==> src/rtl/normalizer32.sv <==
// Multi-cycle normalizer: binary search for the leading (left) or trailing (right)
// zero run. One stage per cycle, fixed SHW-cycle latency, valid/ready on both sides.
module normalizer32 #(
  parameter int WIDTH = 32,
  parameter int SHW   = 5
) (
  input  logic             clk,
  input  logic             reset,
  input  logic             in_valid,
  output logic             in_ready,
  input  logic [WIDTH-1:0] data_in,
  input  logic             direction,
  output logic             out_valid,
  input  logic             out_ready,
  output logic [WIDTH-1:0] data_out,
  output logic [SHW-1:0]   shift_amount,
  output logic             zero
);

  typedef enum logic [1:0] {
    IDLE   = 2'd0,
    SEARCH = 2'd1,
    DONE   = 2'd2
  } state_t;

  localparam int TOP_STAGE_I = SHW - 1;
  localparam logic [SHW-1:0] TOP_STAGE = TOP_STAGE_I[SHW-1:0];
  localparam logic [SHW-1:0] ONE_SHW   = {{(SHW-1){1'b0}}, 1'b1};

  state_t           state_r;
  logic [WIDTH-1:0] work_r;
  logic [SHW-1:0]   count_r;
  logic [SHW-1:0]   stage_r;
  logic             dir_r;
  logic             zero_in_r;

  logic [SHW-1:0]   step_s;
  logic [WIDTH-1:0] mask_s;
  logic [WIDTH-1:0] work_next_s;
  logic [SHW-1:0]   count_next_s;

  // One binary-search stage: test the s-bit edge field and shift it out when clear.
  always_comb begin
    step_s       = ONE_SHW << stage_r;
    mask_s       = {WIDTH{1'b0}};
    work_next_s  = work_r;
    count_next_s = count_r;
    if (dir_r) begin
      mask_s = ~({WIDTH{1'b1}} << step_s);
    end else begin
      mask_s = ~({WIDTH{1'b1}} >> step_s);
    end
    if ((work_r & mask_s) == {WIDTH{1'b0}}) begin
      count_next_s = count_r + step_s;
      if (dir_r) begin
        work_next_s = work_r >> step_s;
      end else begin
        work_next_s = work_r << step_s;
      end
    end else begin
      work_next_s  = work_r;
      count_next_s = count_r;
    end
  end

  // Control FSM with registered handshake and result outputs.
  always_ff @(posedge clk) begin
    if (reset) begin
      state_r      <= IDLE;
      in_ready     <= 1'b1;
      out_valid    <= 1'b0;
      data_out     <= {WIDTH{1'b0}};
      shift_amount <= {SHW{1'b0}};
      zero         <= 1'b0;
      work_r       <= {WIDTH{1'b0}};
      count_r      <= {SHW{1'b0}};
      stage_r      <= {SHW{1'b0}};
      dir_r        <= 1'b0;
      zero_in_r    <= 1'b0;
    end else begin
      case (state_r)
        IDLE: begin
          if (in_valid && in_ready) begin
            work_r    <= data_in;
            dir_r     <= direction;
            count_r   <= {SHW{1'b0}};
            stage_r   <= TOP_STAGE;
            zero_in_r <= (data_in == {WIDTH{1'b0}});
            zero      <= (data_in == {WIDTH{1'b0}});
            in_ready  <= 1'b0;
            state_r   <= SEARCH;
          end else begin
            state_r <= IDLE;
          end
        end
        SEARCH: begin
          work_r  <= work_next_s;
          count_r <= count_next_s;
          if (stage_r == {SHW{1'b0}}) begin
            data_out <= work_next_s;
            // An all-zero word would accumulate WIDTH-1; report zero shift instead.
            shift_amount <= zero_in_r ? {SHW{1'b0}} : count_next_s;
            out_valid    <= 1'b1;
            state_r      <= DONE;
          end else begin
            stage_r <= stage_r - ONE_SHW;
          end
        end
        DONE: begin
          if (out_ready) begin
            out_valid <= 1'b0;
            in_ready  <= 1'b1;
            state_r   <= IDLE;
          end else begin
            state_r <= DONE;
          end
        end
        default: begin
          state_r   <= IDLE;
          in_ready  <= 1'b1;
          out_valid <= 1'b0;
        end
      endcase
    end
  end

endmodule

==> config.mk <==
export PLATFORM = sky130hd
export DESIGN_NAME = normalizer32
export DESIGN_NICKNAME = d
export VERILOG_FILES = /design/src/rtl/normalizer32.sv
export SDC_FILE = /design/constraint.sdc
export NUM_CORES = 1
export LEC_CHECK = 0
export ABC_AREA = 1
export BUFFER_PORTS_ARGS = -buffer_cell sky130_fd_sc_hd__buf_4
export CORE_AREA = 2 2 131 133
export CTS_CLUSTER_DIAMETER = 40
export DETAILED_ROUTE_END_ITERATION = 8
export DIE_AREA = 0 0 133 135
export PLACE_DENSITY = 0.61
export SKIP_LAST_GASP = 1
export SYNTH_ARGS = -nofsm -noshare
export SYNTH_HDL_FRONTEND = slang
export SYNTH_SLANG_ARGS = --single-unit
==> constraint.sdc <==
create_clock -name clk -period 7.3 [get_ports clk]
set_input_delay 1.46 -clock clk [delete_from_list [all_inputs] [get_ports clk]]
set_output_delay 1.46 -clock clk [all_outputs]
set_load 0.1 [all_outputs]
==> flow_summary.yaml, run 1 <==
run_status:
  outcome: "finished clean"
worst_setup_path:
  cp_data_required_time_ps: 7510
  r2r_setup_slack_ps: 3430
  crit_fanout: 30
  worstRegToRegCells: 10
  cp_cell_sequence: "nor2_4 > nand3_2 > inv_1 > nor2_1 > o211ai_1 > nand2_1 > nand2_1 > nand2_1 > nand2_1 > a21oi_1"
  start_kind: "flop"
  worstSetupPathType: "reg -> reg"
  endpoint_kind: "flop"
  max_stage_delay_ps: 940
  cpMostUsedCell: "nand2_1"
  cp.arrival_ps: 4080
  critical-path-slowest-cell: "inv_1"
logic_synthesis:
  synthFlopType: "dfxtp_1"
  synthDominantCellAreaShare: 0.232
  syn_nets: 1345
  synth_edf_count: 0
  synth-seq-cells: 85
  async_flop_share: 0
  synth_most_common_cell: "nand2_1"
  yosysTopAreaCell: "dfxtp_1"
  muxShareOfSynthArea: 0
  synth-simple-area-share: 0.500
  avgSynthCellArea_um2: 5.63
  ys_seq_area_frac: 0.232
  synthDistinctLibCells: 37
  syn-instance-count: 1302
  synthTopCellsByCount: "nand2_1, nand3_1, nor2_1"
  synthXorXnorAreaFrac: 0.00478
  netlist_area_um2: 7330
  netlist_top_cells_area: "dfxtp_1, nand2_1, nand3_1"
  synthAdderAreaFrac: 0.0113
  yosys_warnings: 0
  synth_compound_area_frac: 0.153
  synth_top_family_by_area: "simple AND/OR/NAND/NOR gates"
drt:
  drtIter0Drc: 1475
  drc: 0
  wirelength_um: 29900
  ant_nets: 0
  via_count: 9331
  firstDrtPassIters: 6
  routedWlPerCell_um: 19.4
  viasPerCell: 6.06
grt:
  grt_pass1_vias: 8081
  overflow: 0
  groute.usage.overall: 0.332
  antenna_found_initial: 0
  grt_max_degree: 62
  grt_pass1_wl_um: 46700
clock_tree:
  clock-root-buffer: "clkbuf_16"
  cts_buffers: 9
  cts_sinks: 85
  clock_latency_ps: 350
  htree_levels: 3
  cts_hold_buf: 0
  clock_path_buffers: 2
  cts_tree: "yes"
  cts_setup_buffers: 0
  clk_pin_slew_ps: 70
  cts_resized: 0
timing:
  finalSetupViolCount: 0
  fin_crit_sh: 0.530
  min_period_ps: 3870
  clock.fmax_ghz: 0.258
  finalSetupTns_ps: 0
  tightest_slew_ps: 1100
  max_slew_margin: 0.268
  final_hold_viol_count: 0
  finalMaxSlewViolations: 0
  skew_ps: 10.3
  grt_setup_unrepaired: "false"
final_layout:
  n_fill_cell: 1781
  multiInputGateArea_um2: 4920
  area_growth_syn_to_layout_pct: 11.4
  fin_util: 0.498
  register_area_um2: 1700
  layout-drive-gt1-share: 0.0939
  nNetsFinal: 1359
  antenna_cells: 0
die:
  initial_core_util: 0.447
  ios: 77
  num_rows: 47
  die_w_um: 133
  core_area_um2: 16400
  die_y_um: 135
  die_area_um2: 18000
place:
  port_buffers: 76
  hpwl_um: 21400
  gp_congestion: 1.04
run:
  maxCapViolations: 0
min_path:
  hold-path-cell-count: 2
  hp-class: "reg -> reg"
per-layer routing:
metal | wire (µm) | GRT usage
met2 | 12100 | 0.466
met4 | 1050 | 0.119
met3 | 3460 | 0.0529
met1 | 13300 | 0.505
met5 | 0 | 0
kinds of logic after synthesis:
| kind of cell | after synthesis |
|---|---|
| xor+xnor | 4 |
| simple gates | 833 |
| flops | 85 |
| buf+inv | 167 |
| fa+ha+maj | 6 |
| compound gates | 207 |
worst max-delay path, delay by kind of cell (launching register included):
kind / cells / cell delay, ps
DFF: 1 / 460
buffers and inverters: 1 / 940
AOI/OAI and AO/OA: 2 / 340
and+or+nand+nor: 7 / 1980
layout by cell type, fill, tap and decap left out, types with 2 or more instances in the layout:
cell type,count
o21ai_0,71
a31oi_1,16
inv_1,79
inv_2,3
xnor2_1,2
a21oi_1,89
buf_4,86
ha_1,5
nor4_1,8
o211a_1,2
clkinvlp_4,2
nand3_2,8
inv_8,2
or2_1,3
nor2_2,2
nor2_4,6
nand3_1,252
clkbuf_16,9
nand2_1,424
xor2_1,2
dfxtp_1,85
clkinv_2,2
nor3_1,3
o211ai_1,18
nor2_1,88
and2_1,3
nand4_1,33
o21ai_1,8
flip-flops by register name, summed over array words and instances (netlist names):
register and count:
state_r 2, stage_r 5, count_r 5, zero_in_r 1, shift_amount 5, in_ready 1
data_out 32, out_valid 1, dir_r 1, work_r 32
path summary, 6_finish.rpt:
check	startpoint	endpoint
worst max-delay path	stage_r[0]	work_r[21]
worst max register to register	stage_r[0]	work_r[21]
worst min-delay path	shift_amount[4]	shift_amount[4]
worst min register to register	shift_amount[4]	shift_amount[4]
metrics by stage:
step           instances  setup WS [ps]  hold slack (ps)  cell area (µm²)
2_1_floorplan       1302           4720              445             7330
5_1_grt             1541           3170              491             8160
6_report            1541           3430              467             8160
3_5_place_dp        1525           3580              456             7860
3_3_place_gp        1525           3530              453             7860
4_1_cts             1541           3550              466             8160
area by class of cell:
type	instances	area share
sequential	85	0.208
timing repair buffer	86	0.0791
multi-input combinational	1050	0.602
clock inverter	7	0.00996
tap	220	0.0337
inverter	84	0.0388
clock buffer	9	0.0276
Power of run 1 is not shown: default switching activity piles up to over one toggle a cycle in this logic, so the estimate is an artifact.
==> run 2: changes to the inputs <==
==> constraint.sdc (replaced) <==
create_clock -name clk -period 4 [get_ports clk]
set_input_delay 0.8 -clock clk [delete_from_list [all_inputs] [get_ports clk]]
set_output_delay 0.8 -clock clk [all_outputs]
set_load 0.1 [all_outputs]
==> run 2 against run 1 <==
Effect of this change: via count decreased by 1.2%; die area stayed put; setup slack worse by 2800 ps; flip-flop and latch count is the same; critical endpoint is now work_r[23]; highest routed layer unchanged.
==> flow_summary.yaml, run 2 (synthesized netlist as in run 1, its figures left out) <==
final_layout:
  fin_util: 0.505
  antenna_cells: 0
  area_growth_syn_to_layout_pct: 13.2
  top_regs: "data_out x32, work_r x32"
  nNetsFinal: 1372
  final_cell_mix: "nand2_1, nand3_1, buf_4"
  mostFrequentLayoutCell: "nand2_1"
  layout-drive-gt1-share: 0.102
drt:
  routedWlPerCell_um: 19.5
  drtIter0Drc: 1116
  drc: 0
  via_count: 9216
  wirelength_um: 30400
  ant_nets: 0
  viasPerCell: 5.93
  firstDrtPassIters: 6
worst_setup_path:
  cp_cell_sequence: "nor2_4 > nand3_4 > nand2_1 > o21ai_0 > nand2_1 > nand3_1 > nand2_1 > nor2_1 > o21ai_1 > nand2_1 > nand2_1 > nand2_1 > nand2_1 > a21oi_1"
  endpoint_kind: "flop"
  critical_path.top_delay_family: "simple AND/OR/NAND/NOR gates"
  worstSetupPathType: "reg -> reg"
  cpMostUsedCell: "nand2_1"
  start_kind: "flop"
  max_stage_delay_ps: 600
  r2r-start: "stage_r[0]"
  crit_buf_inv: 0
  regToRegEndpoint: "work_r[23]"
  cp.arrival_ps: 3530
  worstRegToRegCells: 14
  r2r_setup_slack_ps: 660
  crit_fanout: 53
  critical-path-slowest-cell: "nand3_4"
  cp_data_required_time_ps: 4200
clock_tree:
  cts_tree: "yes"
  htree_levels: 3
  cts_resized: 0
  clock_latency_ps: 350
  cts_buffers: 9
  clk_pin_slew_ps: 70
  clock-root-buffer: "clkbuf_16"
  clock_path_buffers: 2
  cts_sinks: 85
  cts_hold_buf: 0
  cts_setup_buffers: 0
timing:
  finalSetupViolCount: 0
  tightest_slew_ps: 1250
  finalMaxSlewViolations: 0
  clock.fmax_ghz: 0.300
  grt_setup_unrepaired: "false"
  fin_crit_sh: 0.835
  max_slew_margin: 0.168
  finalSetupTns_ps: 0
  min_period_ps: 3340
  final_hold_viol_count: 0
  skew_ps: 13.7
grt:
  overflow: 0
  grt_pass1_wl_um: 46900
  groute.usage.overall: 0.335
  grt_pass1_vias: 8265
  antenna_found_initial: 0
  grt_max_degree: 61
min_path:
  hp-class: "reg -> reg"
  hold-path-cell-count: 2
  min_to: "shift_amount[0]"
  hp-start: "shift_amount[0]"
run:
  maxCapViolations: 0
place:
  port_buffers: 76
  gp_congestion: 1.09
  hpwl_um: 22300
die:
  initial_core_util: 0.447
  die_area_um2: 18000
  core_area_um2: 16400
  die_y_um: 135
  num_rows: 47
  die_w_um: 133
  ios: 77
run_status:
  outcome: "finished clean"
-- run 2: cell count changes in the layout (fill, tap and decap cells not counted) --
cell        previous run  this run
buf_12                 0         1
buf_4                 86        98
bufinv_16              1         2
clkbuf_1               0         1
clkinv_2               2         1
clkinv_4               0         1
clkinvlp_4             2         1
inv_6                  1         2
inv_8                  2         0
-- run 2: tightest hold or removal path: stages (launching register included) --
cell and delay (ps):
dfxtp_1 310, nand2_1 60, a21oi_1 50
-- run 2: worst max path at each step --
| stage | startpoint | endpoint | slack (ps) | cells past startpoint |
|---|---|---|---|---|
| 5_1_grt | stage_r[0] | work_r[14] | 410 | 13 |
| 6_report | stage_r[0] | work_r[23] | 660 | 14 |
| 4_1_cts | stage_r[0] | work_r[23] | 830 | 14 |
| 3_3_place_gp | stage_r[0] | work_r[23] | 850 | 14 |
| 3_5_place_dp | stage_r[0] | work_r[23] | 860 | 14 |
| 2_1_floorplan | stage_r[0] | shift_amount[4] | 1680 | 13 |
-- run 2: layout make-up --
class | count | area [µm²]
clock buffer | 10 | 229
clock inverter | 6 | 93.8
fill | 1829 | 8120
inverter | 84 | 317
multi-input combinational | 1050 | 4920
sequential | 85 | 1700
tap | 220 | 275
timing repair buffer | 99 | 756
-- run 2: per-stage QoR --
| stage | cells | instance area (µm²) | hold WS, ps | worst slack (ps) |
|---|---|---|---|---|
| 5_1_grt | 1554 | 8290 | 491 | 407 |
| 3_5_place_dp | 1538 | 7970 | 458 | 859 |
| 2_1_floorplan | 1302 | 7330 | 445 | 1680 |
| 4_1_cts | 1554 | 8290 | 469 | 831 |
| 3_3_place_gp | 1538 | 7970 | 455 | 845 |
| 6_report | 1554 | 8290 | 471 | 662 |
-- run 2: routing by layer --
| metal | track usage | wire length (µm) | part of all wire | up-vias |
|---|---|---|---|---|
| met4 | 0.136 | 1160 | 0.038 | 0 |
| met1 | 0.480 | 13400 | 0.44 | 4153 |
| met5 | 0 | 0 | 0 | - |
| met3 | 0.0856 | 3570 | 0.12 | 78 |
| met2 | 0.478 | 12200 | 0.40 | 550 |
| li1 | - | - | - | 4435 |
Power of run 2 is left out for the same reason.
